File: src/rtl/ram_arbiter.sv
// Round-robin arbiter and clear sequencer sharing one single-port synchronous RAM between two requesters.
// Define RAM_ARB_FIXED_PRIO_EN to replace round-robin with fixed priority for requester 0.
module ram_arbiter #(
    parameter int DATA_W = 8,
    parameter int ADDR_W = 3
) (
    input  logic              i_clk,
    input  logic              i_rst_n,
    input  logic              i_req0,
    input  logic              i_we0,
    input  logic [ADDR_W-1:0] i_addr0,
    input  logic [DATA_W-1:0] i_wdata0,
    input  logic              i_req1,
    input  logic              i_we1,
    input  logic [ADDR_W-1:0] i_addr1,
    input  logic [DATA_W-1:0] i_wdata1,
    output logic              o_gnt0,
    output logic              o_gnt1,
    output logic [DATA_W-1:0] o_rdata0,
    output logic [DATA_W-1:0] o_rdata1,
    output logic              o_rvalid0,
    output logic              o_rvalid1,
    input  logic              i_clr,
    output logic              o_clr_done,
    output logic              o_busy,
    output logic [ADDR_W-1:0] o_ram_addr,
    output logic [DATA_W-1:0] o_ram_wdata,
    output logic              o_ram_we,
    output logic              o_ram_rst,
    input  logic [DATA_W-1:0] i_ram_rdata
);

    typedef enum logic [1:0] {
        ST_RUN   = 2'd0,
        ST_CLEAR = 2'd1,
        ST_DONE  = 2'd2
    } state_t;

    state_t            state;
    logic              prefer0;
    logic              arb_en;
    logic              xfer;
    logic              xfer_we;
    logic [ADDR_W-1:0] xfer_addr;
    logic [DATA_W-1:0] xfer_wdata;
    logic [1:0]        rd_pend;

    // Grants are combinational so a requester sees the transfer in the same cycle it asks.
    assign arb_en = (state == ST_RUN) && !i_clr;
    assign o_gnt0 = arb_en && i_req0 && (!i_req1 || prefer0);
    assign o_gnt1 = arb_en && i_req1 && !(i_req0 && prefer0);

    assign xfer       = o_gnt0 || o_gnt1;
    assign xfer_we    = o_gnt1 ? i_we1    : i_we0;
    assign xfer_addr  = o_gnt1 ? i_addr1  : i_addr0;
    assign xfer_wdata = o_gnt1 ? i_wdata1 : i_wdata0;

    // RAM output is registered inside the RAM, so read data is only qualified here.
    assign o_rdata0 = i_ram_rdata;
    assign o_rdata1 = i_ram_rdata;

`ifdef RAM_ARB_FIXED_PRIO_EN
    assign prefer0 = 1'b1;
`else
    logic last_gnt1;

    // Starts as if requester 1 went last, so requester 0 wins the first contention.
    always_ff @(posedge i_clk or negedge i_rst_n) begin
        if (!i_rst_n) begin
            last_gnt1 <= 1'b1;
        end else if (o_gnt0) begin
            last_gnt1 <= 1'b0;
        end else if (o_gnt1) begin
            last_gnt1 <= 1'b1;
        end
    end

    assign prefer0 = last_gnt1;
`endif

    // NOTE: every register here uses <= so all of them see pre-edge values of each other.
    always_ff @(posedge i_clk or negedge i_rst_n) begin
        if (!i_rst_n) begin
            state       <= ST_RUN;
            o_ram_addr  <= '0;
            o_ram_wdata <= '0;
            o_ram_we    <= 1'b0;
            o_ram_rst   <= 1'b0;
            rd_pend     <= 2'b00;
            o_rvalid0   <= 1'b0;
            o_rvalid1   <= 1'b0;
            o_clr_done  <= 1'b0;
            o_busy      <= 1'b0;
        end else begin
            o_ram_we   <= xfer && xfer_we;
            if (xfer) begin
                o_ram_addr  <= xfer_addr;
                o_ram_wdata <= xfer_wdata;
            end

            // Two stages: command on the RAM pins, then the RAM's own output register.
            rd_pend   <= {o_gnt1 && !i_we1, o_gnt0 && !i_we0};
            o_rvalid0 <= rd_pend[0];
            o_rvalid1 <= rd_pend[1];

            o_ram_rst  <= 1'b0;
            o_clr_done <= 1'b0;
            o_busy     <= 1'b0;
            case (state)
                ST_RUN: begin
                    if (i_clr) begin
                        state     <= ST_CLEAR;
                        o_ram_rst <= 1'b1;
                        o_busy    <= 1'b1;
                    end
                end
                ST_CLEAR: begin
                    state      <= ST_DONE;
                    o_clr_done <= 1'b1;
                    o_busy     <= 1'b1;
                end
                ST_DONE: begin
                    state <= ST_RUN;
                end
                default: begin
                    state <= ST_RUN;
                end
            endcase
        end
    end

endmodule
File: config.mk
export PLATFORM = sky130hd
export DESIGN_NAME = ram_arbiter
export DESIGN_NICKNAME = d
export VERILOG_FILES = /design/src/rtl/ram_arbiter.sv
export SDC_FILE = /design/constraint.sdc
export NUM_CORES = 1
export LEC_CHECK = 0
export CORE_MARGIN = 2
export CORE_UTILIZATION = 32
export CTS_CLUSTER_SIZE = 8
export DETAILED_ROUTE_END_ITERATION = 8
export PLACE_DENSITY = 0.75
export SYNTH_ARGS = -nofsm -noshare
export SYNTH_HDL_FRONTEND = slang
export SYNTH_SLANG_ARGS = --single-unit
File: constraint.sdc
create_clock -name i_clk -period 1.5 [get_ports i_clk]
set_input_delay 0.375 -clock i_clk [delete_from_list [all_inputs] [get_ports i_clk]]
set_output_delay 0.375 -clock i_clk [all_outputs]
set_load 0.05 [all_outputs]
==> flow_metrics.tcl <==
set metrics [dict create \
    status "finished, violations left" \
    violations "setup timing" \
    cp.required_ns 1.12 \
    die_area_mm2 0.00396 \
    period_share 1.19 \
    diodes 0 \
    peakVddDrop_v 0.000315 \
    track_usage 0.156 \
    crit_fanout 3 \
    grt_pass1_wl_mm 4.87 \
    cp.depth 3 \
    grt_max_degree 23 \
    slowest_stage "dfrtp_2" \
    worstSetupPathType "reg -> out" \
    viasPerCell 5.07 \
    relSlewSlack 0.803 \
    final_common_cell "clkdlybuf4s50_1" \
    drv_cap 0 \
    p_int_mw 1.48 \
    hpwl_mm 2.11 \
    max_slew.worst_pin.slew_ns 0.295 \
    fin_ws_ns -0.283 \
    avgSynthCellArea_um2 10.0 \
    p_sw_uw 958 \
    wl_per_cell_um 15.2 \
    powerDensity_mw_per_mm2 1330 \
    max_stage_delay_ns 0.45 \
    synth.distinct_cells 26 \
    reg2reg_to "o_ram_wdata[5]$_DFFE_PN0P_" \
    dr_wl_met2_mm 1.58 \
    dr.pass1.iters 4 \
    dp_cells 190 \
    cp.arrival_ns 1.41 \
    fmax_ghz 0.561 \
    period_needed_ns 1.78 \
    whs_path_depth 0 \
    hold_end "o_rvalid1$_DFF_PN0_" \
    report.power.total_mw 2.43 \
    setup_violations 2 \
    fp.coreArea_mm2 0.00334 \
    route.met3.wl_um 276 \
    max-clock-path-buffers 2 \
    setup.worst_path.start_class "flip-flop" \
    grt_overflow 0 \
    rr_worst_depth 4 \
    fin_setup_tns_ns -0.494 \
    placed_area_mm2 0.00174 \
    stdcell_count 197 \
    design_area_mm2 0.00183 \
    endpoint_kind "output pin" \
    vias 999 \
    synthToLayoutAreaGrowth_pct 64.5 \
    rows 21 \
    ant_nets 0 \
    switching_share 0.394 \
    antenna_found_initial 0 \
    fin_worst_skew_ns 0.00564 \
    cp_num_buf_inv 1 \
    dp_slack_ns -0.472 \
    whs_ns 0.365 \
    synth.area.top_cells "dfrtp_1 47%, buf_4 11%, a31oi_1 6.2%, nand3_1 5.9%, a21oi_1 5.0%" \
    crit_chain "or3_4 > nor2_4 > buf_12" \
    drive_gt1_frac 0.311 \
    drtIter0Drc 86 \
    drt-met1-wl_mm 1.11 \
    r2r_slack_ns 0.06 \
    cp_top_family "simple AND/OR/NAND/NOR gates" \
    grt_pass1_vias 1018 \
    combPwrFrac 0.536 \
    cts_root_buf "clkbuf_4" \
    gp_congestion 0.761 \
    utilization 0.547 \
    rsz0062_at_grt "true" \
    slew_viol_final 0 \
    start_util 0.333 \
    cts_tree "built" \
    min_path_type "reg -> reg" \
    mostFrequentLayoutCells "25 x clkdlybuf4s50_1, 20 x buf_12, 19 x dfrtp_1" \
    r2r_start "state[1]$_DFFE_PN0P_" \
    p_seq_frac 0.351 \
    synth_area_mm2 0.00111 \
    synthesis.nets 148 \
    io_pins 72 \
    synth_top_area_cell "dfrtp_1" \
    hold_violations 0 \
    io_buffers 47 \
    dieWidth_um 62.9 \
    ctsHoldBuffers 0 \
    remaining_drc_errors 0 \
    yosysSeqAreaShare 0.497 \
    layout.nets 189 \
    fp.dieH_um 62.9 \
    ctsHtreeMaxLevel 1 \
    netlist_instances 111 \
    clockPowerShare 0.113 \
    ys_ff_latch 22 \
    clk_pin_slew_ns 0.11 \
    min_from "rd_pend[1]$_DFF_PN0_" \
    leakage_nw 0.748 \
    clkLatencyLatePin_ns 0.30 \
    top_layer "met4" \
    clkSinkCount 22 \
    routed_wl_mm 2.99 \
    cts_made_buffers 3 \
    ys_warn_count 0 \
    netlist.area_leader.share 0.474 \
]
-- cell usage after synthesis (all sizes together) --
master  count
o21ai      12
a21o        1
or2         1
and2        1
or3         1
nor3        2
a21boi      2
nand2b      1
a21oi      11
dfstp       1
a31oi      11
nor3b       2
buf        22
a21bo       1
inv         1
nand3      13
nor2        4
nor2b       2
clkbuf      1
dfrtp      21
-- power groups by stage --
stage	Clock (mW)	Combinational (mW)	Sequential, mW
final	0.275	1.30	0.855
after global routing	0.304	1.36	0.867
after CTS	0.285	1.25	0.863
after detailed placement	0	1.25	0.875
after global placement	0	1.22	0.865
after floorplan	0	0.370	1.17
-- area by class of cell --
type / instances / area, um2
sequential: 22 / 554
timing repair buffer: 59 / 781
clock buffer: 4 / 26.3
fill: 277 / 1510
multi-input combinational: 65 / 399
tap: 46 / 57.6
inverter: 1 / 7.51
-- cells by family (layout without fill, tap and decap cells) --
logic type / after synthesis / count (layout) / synth area share
AOI/OAI and AO/OA: 38 / 38 / 0.198
and+or+nand+nor: 27 / 27 / 0.154
buffers and inverters: 24 / 64 / 0.150
DFF: 22 / 22 / 0.497
-- metal layers --
metal / up-vias / track usage
met5: - / 0
met4: 0 / 0.0611
met3: 4 / 0.0342
met2: 55 / 0.279
met1: 480 / 0.180
li1: 460 / -
-- worst max-delay path by stage --
stage | from | end
floorplan | state[1]$_DFFE_PN0P_ | o_gnt1
global placement | i_clr | o_gnt1
detailed placement | i_clr | o_gnt1
CTS | state[1]$_DFFE_PN0P_ | o_gnt1
global route | state[1]$_DFFE_PN0P_ | o_gnt1
finish | state[1]$_DFFE_PN0P_ | o_gnt1
-- sequential cells by signal, summed over array words and instances (netlist names) --
name	cells
o_ram_addr	3
o_ram_we	1
last_gnt1	1
state	2
o_ram_wdata	8
o_clr_done	1
rd_pend	2
o_rvalid0	1
o_busy	1
o_ram_rst	1
o_rvalid1	1
-- what timing repair did --
| action | 4_1_cts | 5_1_grt |
|---|---|---|
| cloned | 0 | 1 |
| pin swaps | 2 | 2 |
| buffers inserted | 0 | 3 |
| endpoints found under the setup margin | 14 | 10 |
| resized for setup | 4 | 5 |
Power figures use the tool's default switching activity.
==> RTL edit 1: new RTL, same flow settings <==
Encoding of `state_t`: now one-hot (3 bits for 3 states).
--- a/src/rtl/ram_arbiter.sv
+++ b/src/rtl/ram_arbiter.sv
@@ -31,8 +31,8 @@
 );
 
-    typedef enum logic [1:0] {
-        ST_RUN   = 2'd0,
-        ST_CLEAR = 2'd1,
-        ST_DONE  = 2'd2
+    typedef enum logic [2:0] {
+        ST_RUN   = 3'b001,
+        ST_CLEAR = 3'b010,
+        ST_DONE  = 3'b100
     } state_t;
 
Formal check against the unedited RTL: no difference found for any inputs over 10 cycles, from zero or initial values and one cycle with i_rst_n low; not proved beyond that.
==> RTL edit 1 against the unedited design <==
The run still ends with setup timing left. Via count is 9.3% lower. Worst hold slack worse by 1.7 ps. Area after synthesis is 5.2% higher. Final area is 4.8% higher. Clock skew decreased by 4.4 ps. Worst setup slack lost 250 ps. Die area up 4.9%. Sequential power grew 30%. Sequential cell count grew 1. Routed wire length up 1.6%. Power grew 56%.
==> RTL edit 1: results (changes against the unedited design) <==
<table>
<tr><th>Metric</th><th>Value</th></tr>
<tr><th colspan="2">Run status</th></tr>
<tr><td>Run status</td><td>finished with violations (unchanged)</td></tr>
<tr><td>Failing checks</td><td>setup timing (unchanged)</td></tr>
<tr><th colspan="2">Layout</th></tr>
<tr><td>Count of non-CTS buffers in the layout</td><td>61 (was 59)</td></tr>
<tr><td>Filler Cells Inserted</td><td>271 (was 277)</td></tr>
<tr><td>Share of layout cells above drive strength 1</td><td>45.2% (was 31.1%)</td></tr>
<tr><td>Inverters</td><td>2 (was 1)</td></tr>
<tr><th colspan="2">Setup path</th></tr>
<tr><td>Max incr delay on CP</td><td>550 ps (was 450 ps)</td></tr>
<tr><td>Launch point of the worst reg-to-reg path</td><td>state[0] (was state[1])</td></tr>
<tr><td>Critical path data arrival time</td><td>1660 ps (was 1410 ps)</td></tr>
<tr><td>Critical path fanouts, max</td><td>4 (was 3)</td></tr>
<tr><th colspan="2">GRT</th></tr>
<tr><td>Pin count of the biggest net entering global routing</td><td>24 (was 23)</td></tr>
<tr><td>Global-route wire length before repair</td><td>4850 µm (was 4870 µm)</td></tr>
<tr><th colspan="2">Timing</th></tr>
<tr><td>Post-route setup slack</td><td>-536 ps (was -283 ps)</td></tr>
<tr><td>Number of endpoints failing setup at the final stage</td><td>14 (was 2)</td></tr>
<tr><td>Setup Skew</td><td>1.25 ps (was 5.64 ps)</td></tr>
<tr><th colspan="2">Synth</th></tr>
<tr><td>Most frequent cells after synthesis</td><td>sky130_fd_sc_hd__dfrtp_1 (21), sky130_fd_sc_hd__buf_4 (16), sky130_fd_sc_hd__o32ai_1 (11) (was sky130_fd_sc_hd__dfrtp_1 (21), sky130_fd_sc_hd__buf_4 (17), sky130_fd_sc_hd__nand3_1 (13))</td></tr>
<tr><td>Sequential cell area fraction in the yosys report</td><td>49.5% (was 49.7%)</td></tr>
<tr><th colspan="2">Drt</th></tr>
<tr><td>DR iter-0 viols</td><td>17 (was 86)</td></tr>
<tr><td>Wire per inst</td><td>16.8 µm (was 15.2 µm)</td></tr>
<tr><td>Total met2 wirelength after detailed routing</td><td>1530 µm (was 1580 µm)</td></tr>
<tr><td>Met1 WL</td><td>1220 µm (was 1110 µm)</td></tr>
<tr><th colspan="2">Pwr</th></tr>
<tr><td>Combinational Power Share</td><td>63.4% (was 53.6%)</td></tr>
<tr><td>Leakage power of the design</td><td>0.780 nW (was 0.748 nW)</td></tr>
<tr><td>Fraction of power spent switching nets</td><td>41.7% (was 39.4%)</td></tr>
<tr><th colspan="2">Clock network</th></tr>
<tr><td>Clock tree sinks</td><td>23 (was 22)</td></tr>
<tr><th colspan="2">Place</th></tr>
<tr><td>Post-DP HPWL</td><td>2230 µm (was 2110 µm)</td></tr>
<tr><td>Pre-CTS setup slack</td><td>-613 ps (was -472 ps)</td></tr>
</table>
[RTL edit 1: worst max path at each step]
| stage | start | end | cells past startpoint |
|---|---|---|---|
| after floorplan | state[0] | o_gnt0 | 3 |
| after global placement | i_clr | o_gnt0 | 5 |
| after detailed placement | i_clr | o_gnt1 | 5 |
| after CTS | state[0] | o_gnt1 | 4 |
| after global routing | state[0] | o_gnt1 | 3 |
| final | state[0] | o_gnt1 | 3 |
[RTL edit 1: stage by stage]
stage | area (µm²) | TNS, ps | total power [mW] | hold WS, ps | util, %
after CTS | 1910 | -3690 | 3.82 | 368 | 55.9
after floorplan | 1180 | -1300 | 2.41 | 79.4 | -
final | 1910 | -2960 | 3.80 | 364 | 56.0
after detailed placement | 1820 | -8510 | 3.44 | 338 | 53.3
after global placement | 1820 | -7650 | 3.39 | 331 | 53.3
after global routing | 1910 | -3630 | 3.96 | 375 | 56.0
==> RTL edit 2: new RTL, config.mk and constraints unchanged <==
Without the edit above. `ADDR_W`: 3 -> 2.
--- a/src/rtl/ram_arbiter.sv
+++ b/src/rtl/ram_arbiter.sv
@@ -3,5 +3,5 @@
 module ram_arbiter #(
     parameter int DATA_W = 8,
-    parameter int ADDR_W = 3
+    parameter int ADDR_W = 2
 ) (
     input  logic              i_clk,
Ports: changed (resized i_addr0, i_addr1 and o_ram_addr); port bits go from 72 to 69. The function was not compared with the original's and may differ.
==> RTL edit 2 against the unedited design <==
The run still ends with setup timing left. Non-clock buffer count is 3 higher. Count of clock-buffer cells in the layout did not move. Critical path type unchanged. Sequential share of layout area down 0.46 points. Via count is 3.7% lower. Worst setup slack better by 18 ps. Cell count is 2.0% lower. Final area fell by 3.3%. Area after synthesis down 5.9%. Core utilization grew 2.7 points. Routed wire length down 6.1%. Sequential cell count fell by 1. Register-to-register slack improved by 30 ps. Power down 5.6%.
==> RTL edit 2: results (changes against the unedited design) <==
<table>
<tr><th>Metric</th><th>Value</th></tr>
<tr><th colspan="2">Run status</th></tr>
<tr><td>Run status</td><td>finished with violations (unchanged)</td></tr>
<tr><td>Failing checks</td><td>setup timing (unchanged)</td></tr>
<tr><th colspan="2">Timing</th></tr>
<tr><td>Post-route setup slack</td><td>-265 ps (was -283 ps)</td></tr>
<tr><td>Number of endpoints failing setup at the final stage</td><td>2 (unchanged)</td></tr>
<tr><td>Final hold slack</td><td>357 ps (was 365 ps)</td></tr>
<tr><td>Setup Skew</td><td>9.26 ps (was 5.64 ps)</td></tr>
<tr><th colspan="2">GRT</th></tr>
<tr><td>Total global routing track utilization</td><td>15.6% (about the same)</td></tr>
<tr><td>Vias in the first global route</td><td>939 (was 1018)</td></tr>
<tr><th colspan="2">Synth</th></tr>
<tr><td>Fraction of the mapped netlist area in compound gates</td><td>19.2% (was 19.8%)</td></tr>
<tr><td>Synthesized netlist cell count</td><td>106 (was 111)</td></tr>
<tr><td>Sequential cell area fraction in the yosys report</td><td>50.4% (was 49.7%)</td></tr>
<tr><td>Net Count, Synth</td><td>141 (was 148)</td></tr>
<tr><td>Most frequent cells after synthesis</td><td>sky130_fd_sc_hd__dfrtp_1 (20), sky130_fd_sc_hd__buf_4 (16), sky130_fd_sc_hd__nand3_1 (12) (was sky130_fd_sc_hd__dfrtp_1 (21), sky130_fd_sc_hd__buf_4 (17), sky130_fd_sc_hd__nand3_1 (13))</td></tr>
<tr><th colspan="2">Worst hold path</th></tr>
<tr><td>Hold endpoint</td><td>o_rvalid0 (was o_rvalid1)</td></tr>
<tr><th colspan="2">Pwr</th></tr>
<tr><td>Peak supply drop</td><td>574 µV (was 315 µV)</td></tr>
<tr><td>Power density over cell area</td><td>1300 nW/µm² (was 1330 nW/µm²)</td></tr>
<tr><th colspan="2">Layout</th></tr>
<tr><td>Filler Cells Inserted</td><td>262 (was 277)</td></tr>
<tr><td>Sequential cell count of the final layout</td><td>21 (was 22)</td></tr>
<tr><td>Share of layout cells above drive strength 1</td><td>32.9% (was 31.1%)</td></tr>
<tr><td>Area used by multi-input combinational logic</td><td>369 µm² (was 399 µm²)</td></tr>
<tr><th colspan="2">Drt</th></tr>
<tr><td>Wire per inst</td><td>14.6 µm (was 15.2 µm)</td></tr>
<tr><th colspan="2">Clock network</th></tr>
<tr><td>Gates resized, CTS repair</td><td>6 (was 4)</td></tr>
<tr><th colspan="2">Setup path</th></tr>
<tr><td>Depth of the most critical reg-to-reg path</td><td>6 (was 4)</td></tr>
<tr><td>Reg2reg end</td><td>o_ram_we (was o_ram_wdata[5])</td></tr>
<tr><td>Critical path data arrival time</td><td>1390 ps (was 1410 ps)</td></tr>
</table>
-- RTL edit 2: through the flow --
| step | area [µm²] | util (%) |
|---|---|---|
| after floorplan | 1050 | - |
| after global placement | 1670 | 54.3 |
| after detailed placement | 1670 | 54.3 |
| after CTS | 1750 | 56.7 |
| after global routing | 1770 | 57.4 |
| final | 1770 | 57.4 |
-- RTL edit 2: worst max-delay path by stage --
stage	startpoint	slack, ps	depth (start not counted)	endpoint
global route	state[0]	-320	5	o_gnt0
CTS	state[1]	-310	3	o_gnt1
floorplan	state[1]	-100	3	o_gnt1
finish	state[1]	-260	3	o_gnt1
detailed placement	i_clr	-410	6	o_gnt0
global placement	i_clr	-390	6	o_gnt0
-- RTL edit 2: layer usage --
metal,vias to the layer above,track usage [%],wire length (µm)
met5,-,0,0
met4,0,11.2,121
met3,20,1.68,218
met2,43,26.0,1450
met1,452,18.7,1030
li1,447,-,-
-- RTL edit 2: kinds of logic after synthesis --
group	count (synthesis)
simple gates	26
compound gates	35
buf+inv	24
flops	21
